$ cat src/rtl/uart_link_pkg.sv
`default_nettype none
// ============================================================================
//  Module      : uart_link_pkg
//  Description : Shared definitions for the UART link scheduler: frame prefix,
//                frame code constants, scheduler state encoding and a helper
//                that assembles a frame byte.
//  Contents    : c_FRAME_PREFIX, c_CODE_*, c_TX_RESET_BYTE, sched_state_e,
//                make_frame()
//  Revision    : 1.0 - initial release
// ============================================================================
package uart_link_pkg;

    // Every frame byte starts with this two-bit marker.
    localparam logic [1:0] c_FRAME_PREFIX  = 2'b10;

    // Frame type codes carried in bits [5:4].
    localparam logic [1:0] c_CODE_MOTION   = 2'b00;
    localparam logic [1:0] c_CODE_PLACE    = 2'b01;
    localparam logic [1:0] c_CODE_DESTROY  = 2'b10;

    // Value held on tx_data out of reset: a motion frame with a zero nibble.
    localparam logic [7:0] c_TX_RESET_BYTE = {c_FRAME_PREFIX, c_CODE_MOTION, 4'b0000};

    typedef enum logic [1:0] {
        IDLE = 2'd0,
        SEND = 2'd1,
        GAP  = 2'd2
    } sched_state_e;

    function automatic logic [7:0] make_frame(input logic [1:0] code,
                                              input logic [3:0] nibble);
        return {c_FRAME_PREFIX, code, nibble};
    endfunction

endpackage : uart_link_pkg
`default_nettype wire

$ cat src/rtl/link_watchdog.sv
`default_nettype none
// ============================================================================
//  Module      : link_watchdog
//  Description : Receive-side watchdog and obstacle detector register. Any
//                received byte restarts the watchdog and marks the link alive;
//                bytes with a zero upper nibble update the detector flags.
//                After TIMEOUT_CYCLES with no byte the link is declared dead
//                and every detector flag is forced on.
//  Ports       : clk, rst        - clock, synchronous active-high reset
//                rx_valid_i      - one-cycle strobe, rx_data_i is valid
//                rx_data_i[7:0]  - received byte
//                detector_o[3:0] - {back,right,left,front}, bit0 = front
//                link_alive_o    - a byte arrived within TIMEOUT_CYCLES
//  Revision    : 1.0 - initial release
// ============================================================================
module link_watchdog #(
    parameter int TIMEOUT_CYCLES = 1000000
) (
    input  logic       clk,
    input  logic       rst,
    input  logic       rx_valid_i,
    input  logic [7:0] rx_data_i,
    output logic [3:0] detector_o,
    output logic       link_alive_o
);

    localparam int            WW             = $clog2(TIMEOUT_CYCLES + 1);
    localparam logic [WW-1:0] c_TIMEOUT      = WW'(TIMEOUT_CYCLES);
    localparam logic [WW-1:0] c_TIMEOUT_LAST = WW'(TIMEOUT_CYCLES - 1);

    logic [WW-1:0] cnt_q, cnt_d;
    logic [3:0]    det_q, det_d;
    logic          alive_q, alive_d;

    always_comb begin
        cnt_d   = cnt_q;
        det_d   = det_q;
        alive_d = alive_q;
        if (rx_valid_i) begin
            cnt_d   = '0;
            alive_d = 1'b1;
            // Only status bytes (upper nibble zero) carry obstacle flags.
            if (rx_data_i[7:4] == 4'b0000) begin
                det_d = rx_data_i[3:0];
            end
        end else if (cnt_q != c_TIMEOUT) begin
            // Counter saturates at the timeout so the dead state is sticky
            // until the next received byte.
            cnt_d = cnt_q + WW'(1);
            if (cnt_q == c_TIMEOUT_LAST) begin
                alive_d = 1'b0;
                det_d   = 4'b1111;
            end
        end
    end

    always_ff @(posedge clk) begin
        if (rst) begin
            cnt_q   <= '0;
            det_q   <= 4'b1111;
            alive_q <= 1'b0;
        end else begin
            cnt_q   <= cnt_d;
            det_q   <= det_d;
            alive_q <= alive_d;
        end
    end

    assign detector_o   = det_q;
    assign link_alive_o = alive_q;

endmodule : link_watchdog
`default_nettype wire

$ cat src/rtl/uart_link_scheduler.sv
`default_nettype none
// ============================================================================
//  Module      : uart_link_scheduler
//  Description : Schedules one-byte frames towards a UART transmitter.
//                Frames are {2'b10, code, moving_state}. Destroy-beacon has
//                priority over place-beacon, which has priority over motion.
//                A motion frame is sent when the motion nibble changes or the
//                refresh period elapses. Each transferred frame is followed by
//                GAP_CYCLES idle cycles. Receive watchdog lives in
//                link_watchdog.
//  Ports       : clk, rst              - clock, synchronous active-high reset
//                moving_state[3:0]     - current motion command nibble
//                pl_beacon_req         - pulse, request place-beacon frame
//                de_beacon_req         - pulse, request destroy-beacon frame
//                tx_ready / tx_valid   - byte handshake towards the UART
//                tx_data[7:0]          - frame byte
//                rx_valid / rx_data    - received byte strobe and data
//                detector[3:0]         - obstacle flags, bit0 = front
//                link_alive            - receive link is alive
//                beacon_busy           - beacon pending or being sent
//  Revision    : 1.0 - initial release
// ============================================================================
module uart_link_scheduler
    import uart_link_pkg::*;
#(
    parameter int REFRESH_CYCLES = 100000,
    parameter int TIMEOUT_CYCLES = 1000000,
    parameter int GAP_CYCLES     = 16
) (
    input  logic       clk,
    input  logic       rst,
    input  logic [3:0] moving_state,
    input  logic       pl_beacon_req,
    input  logic       de_beacon_req,
    input  logic       tx_ready,
    output logic       tx_valid,
    output logic [7:0] tx_data,
    input  logic       rx_valid,
    input  logic [7:0] rx_data,
    output logic [3:0] detector,
    output logic       link_alive,
    output logic       beacon_busy
);

    localparam int            RW             = (REFRESH_CYCLES > 1) ? $clog2(REFRESH_CYCLES) : 1;
    localparam logic [RW-1:0] c_REFRESH_LAST = RW'((REFRESH_CYCLES > 0) ? REFRESH_CYCLES - 1 : 0);
    localparam int            GW             = (GAP_CYCLES > 1) ? $clog2(GAP_CYCLES) : 1;
    localparam logic [GW-1:0] c_GAP_LAST     = GW'((GAP_CYCLES > 0) ? GAP_CYCLES - 1 : 0);

    sched_state_e  state_q, state_d;
    logic [7:0]    tx_data_q, tx_data_d;
    logic [3:0]    last_nib_q, last_nib_d;
    logic [RW-1:0] refresh_cnt_q, refresh_cnt_d;
    logic [GW-1:0] gap_cnt_q, gap_cnt_d;
    logic          pl_pend_q, pl_pend_d;
    logic          de_pend_q, de_pend_d;

    logic          w_xfer;
    logic [1:0]    w_cur_code;
    logic          w_motion_due;

    assign w_xfer       = (state_q == SEND) && tx_ready;
    assign w_cur_code   = tx_data_q[5:4];
    assign w_motion_due = (moving_state != last_nib_q) || (refresh_cnt_q == c_REFRESH_LAST);

    always_comb begin
        state_d    = state_q;
        tx_data_d  = tx_data_q;
        last_nib_d = last_nib_q;
        gap_cnt_d  = gap_cnt_q;
        // Refresh counter runs in every state and parks at its last value,
        // so an overdue refresh stays pending until a motion frame goes out.
        refresh_cnt_d = (refresh_cnt_q == c_REFRESH_LAST) ? refresh_cnt_q
                                                          : refresh_cnt_q + RW'(1);

        case (state_q)
            IDLE: begin
                // moving_state is captured here only; later changes are caught
                // by the nibble comparison on the next IDLE visit.
                if (de_pend_q) begin
                    state_d   = SEND;
                    tx_data_d = make_frame(c_CODE_DESTROY, moving_state);
                end else if (pl_pend_q) begin
                    state_d   = SEND;
                    tx_data_d = make_frame(c_CODE_PLACE, moving_state);
                end else if (w_motion_due) begin
                    state_d   = SEND;
                    tx_data_d = make_frame(c_CODE_MOTION, moving_state);
                end
            end
            SEND: begin
                if (tx_ready) begin
                    gap_cnt_d = '0;
                    state_d   = (GAP_CYCLES == 0) ? IDLE : GAP;
                    if (w_cur_code == c_CODE_MOTION) begin
                        last_nib_d    = tx_data_q[3:0];
                        refresh_cnt_d = '0;
                    end
                end
            end
            GAP: begin
                if (gap_cnt_q == c_GAP_LAST) begin
                    state_d = IDLE;
                end else begin
                    gap_cnt_d = gap_cnt_q + GW'(1);
                end
            end
            default: state_d = IDLE;
        endcase

        // A new request wins over the clear of its own transfer, so a request
        // landing on the transfer cycle is kept as a fresh pending beacon.
        pl_pend_d = pl_beacon_req | (pl_pend_q & ~(w_xfer && (w_cur_code == c_CODE_PLACE)));
        de_pend_d = de_beacon_req | (de_pend_q & ~(w_xfer && (w_cur_code == c_CODE_DESTROY)));
    end

    always_ff @(posedge clk) begin
        if (rst) begin
            state_q       <= IDLE;
            tx_data_q     <= c_TX_RESET_BYTE;
            last_nib_q    <= 4'b0000;
            refresh_cnt_q <= '0;
            gap_cnt_q     <= '0;
            pl_pend_q     <= 1'b0;
            de_pend_q     <= 1'b0;
        end else begin
            state_q       <= state_d;
            tx_data_q     <= tx_data_d;
            last_nib_q    <= last_nib_d;
            refresh_cnt_q <= refresh_cnt_d;
            gap_cnt_q     <= gap_cnt_d;
            pl_pend_q     <= pl_pend_d;
            de_pend_q     <= de_pend_d;
        end
    end

    assign tx_valid    = (state_q == SEND);
    assign tx_data     = tx_data_q;
    assign beacon_busy = pl_pend_q | de_pend_q |
                         ((state_q == SEND) && (w_cur_code != c_CODE_MOTION));

    link_watchdog #(
        .TIMEOUT_CYCLES (TIMEOUT_CYCLES)
    ) u_link_watchdog (
        .clk          (clk),
        .rst          (rst),
        .rx_valid_i   (rx_valid),
        .rx_data_i    (rx_data),
        .detector_o   (detector),
        .link_alive_o (link_alive)
    );

endmodule : uart_link_scheduler
`default_nettype wire

$ cat config.mk
export PLATFORM = sky130hd
export DESIGN_NAME = uart_link_scheduler
export DESIGN_NICKNAME = d
export VERILOG_FILES = /design/src/rtl/uart_link_pkg.sv /design/src/rtl/link_watchdog.sv /design/src/rtl/uart_link_scheduler.sv
export SDC_FILE = /design/constraint.sdc
export NUM_CORES = 1
export LEC_CHECK = 0
export BUFFER_PORTS_ARGS = -buffer_cell sky130_fd_sc_hd__buf_2
export CAP_MARGIN = 20
export CELL_PAD_IN_SITES_DETAIL_PLACEMENT = 0
export CELL_PAD_IN_SITES_GLOBAL_PLACEMENT = 1
export CORE_MARGIN = 4
export CORE_UTILIZATION = 40
export DETAILED_ROUTE_END_ITERATION = 16
export GPL_TIMING_DRIVEN = 0
export PLACE_DENSITY = 0.75
export SYNTH_ARGS = -nofsm -noshare
export SYNTH_HDL_FRONTEND = slang
export SYNTH_SLANG_ARGS = --single-unit
$ cat constraint.sdc
create_clock -name clk -period 2.5 [get_ports clk]
set_input_delay 0.5 -clock clk [delete_from_list [all_inputs] [get_ports clk]]
set_output_delay 0.5 -clock clk [all_outputs]
set_load 0.005 [all_outputs]
=== Word-level counts from Yosys, hierarchy flattened ===
Cells that the tools add are included.
W data, S select, Z words.

* $add $sub $neg: 3
* Equal/unequal tests: 14
* Multiplexer cells: 23
* Bitwise logic cells: 8
* Reductions and logical operators: 20

{| class="wikitable"
|+ Operators by type and width
! operator !! number
|-
| $mux W17 || 4
|-
| $mux W4 || 6
|-
| $mux W8 || 3
|-
| $add A20 B1 Y20 const B || 1
|-
| $eq A20 B20 Y1 const B || 1
|-
| $ne A20 B20 Y1 const B || 1
|-
| $add A17 B1 Y17 const B || 1
|-
| $eq A17 B17 Y1 const B || 1
|-
| $reduce_and A3 Y1 || 4
|-
| $mux W2 || 5
|-
| $pmux W4 S2 || 1
|-
| $reduce_bool A2 Y1 || 4
|-
| $ne A2 B2 Y1 const B || 3
|-
| $pmux W2 S3 || 1
|-
| $add A4 B1 Y4 const B || 1
|-
| $eq A2 B1 Y1 const B || 2
|-
| $eq A2 B2 Y1 const B || 2
|-
| $eq A4 B4 Y1 const B || 1
|-
| $logic_and A1 B1 Y1 || 4
|-
| $logic_not A2 Y1 || 2
|-
| $logic_not A4 Y1 || 1
|-
| $ne A4 B4 Y1 || 1
|-
| $ne A4 B4 Y1 const B || 1
|-
| $or A1 B1 Y1 || 4
|-
| 8 further kinds || 13
|}

* Register bits after elaboration: 62
* Input port bits: 18
* Output and inout port bits: 15
* Logic and storage cells: 78

=== Longest topological paths before layout ===
* Depth after elaboration: 6
* Gate-level depth with buffers: 7
* Gate-level depth less buffers: 6

=== Cells and area by module ===
From an unflattened synthesis, not the netlist that was laid out.

* Cells, all modules: 353
* Area, all modules: 2902.8 µm²

{| class="wikitable"
|+ Modules (own cells, without submodules)
! module !! times used !! cells an instance !! area an instance (µm²) !! sequential area each (µm²)
|-
| uart_link_scheduler || 1 || 211 || 1716.6 || 700.7
|-
| link_watchdog || 1 || 142 || 1186.1 || 500.5
|}

=== Least setup slack after synthesis ===
Ideal clock, no wire load.

* Path type: register to register
* Start point: register u_link_watchdog.cnt_q[8]
* End point: register u_link_watchdog.det_q[0], in the netlist u_link_watchdog.detector_o[0]
* Library setup time: 122 ps
* Arrival time: 1881 ps
* Data required time: 2378 ps
* Path slack: 497 ps
* Stages on the path, launching flop included: 6
* Buffers on the path: 0
* Period minus slack after synthesis: 2003 ps
* Path through: dfxtp_1 or4b_1 or4_4 nor4_4 nor2_2 a221o_1

* Word-level cells in the longest chain between the ends: 3
* Elaborated cells between the ends (all ways): 5
* Classes of those cells: eq/ne (2); reduce/logical (3)

{| class="wikitable"
|+ RTL lines
! what !! line !! RTL
|-
| from (decl) || link_watchdog.sv:31 || <nowiki>logic [WW-1:0] cnt_q, cnt_d;</nowiki>
|-
| from (signal assigned) || link_watchdog.sv:63 || <nowiki>cnt_q <= cnt_d;</nowiki>
|-
| $ne A20 B20 Y1 / $eq A20 B20 Y1 (equally long branches) || link_watchdog.sv:46, link_watchdog.sv:50 ||
|-
| $reduce_bool A2 Y1 (no line) || n/a ||
|-
| $reduce_and A3 Y1 (no line) (*) || n/a ||
|-
| to (signal assigned) || link_watchdog.sv:64 || <nowiki>det_q <= det_d;</nowiki>
|-
| to (decl) || link_watchdog.sv:32 || <nowiki>logic [3:0] det_q, det_d;</nowiki>
|}

Every way passes the cells marked *; elsewhere a longest branch is shown, timed or not.
A chain may end at the register's enable or synchronous reset.

=== Worst setup path after layout ===
* Start point: register u_link_watchdog.cnt_q[8]
* End point: register u_link_watchdog.det_q[2], in the netlist u_link_watchdog.detector_o[2]

Same word-level chain as after synthesis.

==> results.md <==
* Post-CTS setup buffers at 0
* Pwr Density at 616 mW/mm2
* Port bufs at 30
* RR Endpoint: u_link_watchdog.detector_o[2]
* Clk buf depth at 2
* Fmax at around 470 MHz
* R2r setup slk at 0.36 ns
* Area grow syn2layout at 15.9%
* P_leak at between 0.001 and 0.0015 uW
* Final hold viol count at 0
* Detailed Place HPWL at 3860 um
* Std-Cell Core Area at approximately 0.0065 mm2
* Hold buffers post-CTS at 0
* Total GRT Usage at 14.6%
* DR pass1 iterations at 4
* Inserted Diodes at 0
* H-Tree Depth at 3
* Mean area per synthesized cell at ~8.9 um2
* Clock network power share at 41.4%
* Drt total wl at 5370 um
* Worst Hold Depth at 3
* Row count at 29
* Netlist cell types at 43
* Post-Synthesis Cells at between 300 and 400
* Clk pin slew, worst setup/hold paths at 0.06 ns
* HP Start: pl_beacon_req
* DIE AREA at 0.00823 mm2
* CP Capture Type: flip-flop
* RSZ-0062 raised after global routing: false
* Min-delay worst type: in -> reg
* TritonCTS clock tree: yes
* CP required at 2.72 ns
* Initial core utilization at a little over two fifths
* RR Startpoint: u_link_watchdog.cnt_q[8]
* Routed Antenna Nets at 0
* Worst Tran Pin Value at 0.599 ns
* Pint at 1510 uW
* VDD IR-drop max at 0.313 mV
* Fill count at 661
* Max-slew headroom at 59.7%
* Switching power at 447 uW
* Worst Path Arrival at 2.36 ns
* Die H at ~90 um
* Chip width at ~91 um
* Status: finished clean
* CTS Buf Count at 9
* Drt drc at 0
* Share of cells above drive strength 1 at 16.8%
* Total congestion overflow at 0
* Slew Viols, Final at 0
* Setup Crit Path Kind: reg -> reg
* Hold endpoint: pl_pend_q
* Max-Cap Viols at 0
* Iter 0 DRT Violations at 55
* Tot Pwr at a little under 2000 uW
* Setup Skew at 0.00619 ns
* R2R depth at 5
* Vias in the first global route at about 2200
* Post-CTS sizing at 0
* Via count at 2199
* Syn nets at 329
* Sequential-to-total area share from yosys stat at between 40% and 50%
* Via density at 5.13
* Final min period at between 2 and 2.5 ns
* First-pass GRT wire length at slightly below 10000 um
* Pin count of the biggest net entering global routing at 11
* Final #Nets at 370
* I/O Pins at 33
* Net Sw Frac at 22.9%
* Synth Register Bits at 60
* Clock Latency Late Sink at ~0.34 ns
* RD Place Congestion at between 0.7 and 0.8
* Worst Setup Start Kind: flip-flop
* Mapped cell area at 0.00274 mm2
* Routed wire length per instance at 12.5 um
* CP Max Fanout at 5
* Synth warn at 0
* Final worst-path cycle share at a little under nine tenths
* Final setup viols at 0
* Initial antenna violation count at 0
* Sequential fraction of design power at 51.5%
* Number of clock sinks at 60
* Gate power share at 7.2%
* TNS Setup at 0 ns
* Root buf cell: clkbuf_8
-- registers in the layout, summed over array words and instances, names as in the netlist --
signal                        flops
u_link_watchdog.link_alive_o      1
pl_pend_q                         1
u_link_watchdog.cnt_q            20
gap_cnt_q                         4
tx_data                           6
u_link_watchdog.detector_o        4
refresh_cnt_q                    17
state_q                           2
de_pend_q                         1
last_nib_q                        4
-- routing by layer --
metal	wire length (um)	global-route usage, %	vias to the layer above
met5	0	0	-
met4	100	6.12	0
met3	214	5.42	10
met2	2400	22.4	28
met1	2650	18.3	1023
li1	-	-	1138
-- worst max-delay path by stage --
stage,start,endpoint,slack [ns]
final,u_link_watchdog.cnt_q[8],u_link_watchdog.detector_o[2],0.36
after detailed placement,u_link_watchdog.cnt_q[8],u_link_watchdog.detector_o[0],0.35
after CTS,u_link_watchdog.cnt_q[8],u_link_watchdog.detector_o[2],0.34
after global routing,state_q[0],refresh_cnt_q[16],0.20
after global placement,u_link_watchdog.cnt_q[8],u_link_watchdog.detector_o[2],0.35
after floorplan,u_link_watchdog.cnt_q[8],u_link_watchdog.detector_o[0],0.50
-- synth_stat cells, drive strengths merged --
| cell type | number | share of area [%] |
|---|---|---|
| a2111oi | 1 | 0.32 |
| a21oi | 9 | 1.6 |
| a221o | 4 | 1.5 |
| a311oi | 1 | 0.32 |
| and2 | 1 | 0.23 |
| and3 | 7 | 1.6 |
| and4 | 5 | 1.7 |
| buf | 4 | 1.1 |
| clkbuf | 7 | 0.96 |
| conb | 2 | 0.27 |
| dfxtp | 60 | 44 |
| ha | 4 | 1.8 |
| inv | 5 | 0.69 |
| mux2i | 9 | 3.3 |
| nand2 | 21 | 2.9 |
| nand2b | 13 | 3.0 |
| nand3 | 15 | 2.7 |
| nand3b | 4 | 1.1 |
| nand4 | 7 | 1.6 |
| nand4b | 1 | 0.32 |
| nor2 | 52 | 7.2 |
| nor2b | 3 | 0.69 |
| nor3 | 7 | 1.3 |
| nor4 | 6 | 1.9 |
| nor4bb | 1 | 0.37 |
| o2111ai | 3 | 0.96 |
| o21a | 1 | 0.27 |
| o21ai | 6 | 1.1 |
| o22ai | 1 | 0.23 |
| or2 | 2 | 0.46 |
| or3 | 1 | 0.23 |
| or3b | 2 | 0.64 |
| or4 | 2 | 0.69 |
| or4b | 2 | 0.87 |
| xnor2 | 13 | 4.2 |
| xor2 | 25 | 8.0 |
-- final cells by class --
class	count	area (um2)	area share, %
flip-flops and latches	60	1200	37.9
clock inverters	1	5.00	0.158
clock buffers	14	183	5.76
multi-input cells	231	1460	46.1
repair buffers	30	150	4.73
plain buffers	11	57.6	1.81
well taps	77	96.3	3.04
inverters	5	18.8	0.591
-- logic make-up after synthesis --
kind of cell	count (synthesis)	synth area share, %
xor+xnor	38	12.2
buf+inv	16	2.79
mux	9	3.29
compound gates	26	6.30
simple gates	152	29.5
other cells	2	0.274
fa+ha+maj	4	1.83
flops	60	43.9
-- critical path, cell delays in order (launching register included) --
cell and delay [ns]:
dfxtp_1 0.35, or4b_1 0.54, or4_4 0.56, nor4_4 0.18, nor2_2 0.09, a221o_1 0.32
-- power groups by stage --
stage	logic, uW	clock network (uW)	registers, uW
6_report	140	808	1010
3_5_place_dp	141	0	1030
3_3_place_gp	140	0	1030
4_1_cts	142	844	1010
2_1_floorplan	87.9	0	1020
5_1_grt	159	888	1010
-- stage by stage --
| stage | utilization, % | instances | setup slack (ns) | hold WS (ns) | area, um2 |
|---|---|---|---|---|---|
| floorplan | - | 307 | 0.497 | 0.448 | 2740 |
| CTS | 48.9 | 429 | 0.336 | 0.358 | 3170 |
| finish | 48.9 | 429 | 0.363 | 0.373 | 3170 |
| detailed placement | 46.0 | 414 | 0.352 | 0.466 | 2990 |
| global placement | 46.0 | 414 | 0.348 | 0.455 | 2990 |
| global route | 48.9 | 429 | 0.196 | 0.370 | 3170 |
-- layout by cell type, fill, tap and decap left out, types with 6 or more instances in the layout --
cell | Yosys | layout
nor2_1 | 51 | 51
xor2_1 | 25 | 25
nor3_1 | 7 | 7
xnor2_1 | 13 | 13
dfxtp_1 | 60 | 60
buf_2 | 1 | 31
a21oi_1 | 9 | 9
o21ai_0 | 6 | 6
clkbuf_1 | 7 | 8
clkbuf_8 | 0 | 13
nand3_1 | 15 | 15
mux2i_1 | 9 | 9
nand2b_1 | 13 | 13
and3_1 | 7 | 7
nand4_1 | 7 | 7
nand2_1 | 21 | 21
No activity file was read; power rests on OpenSTA's default activity.
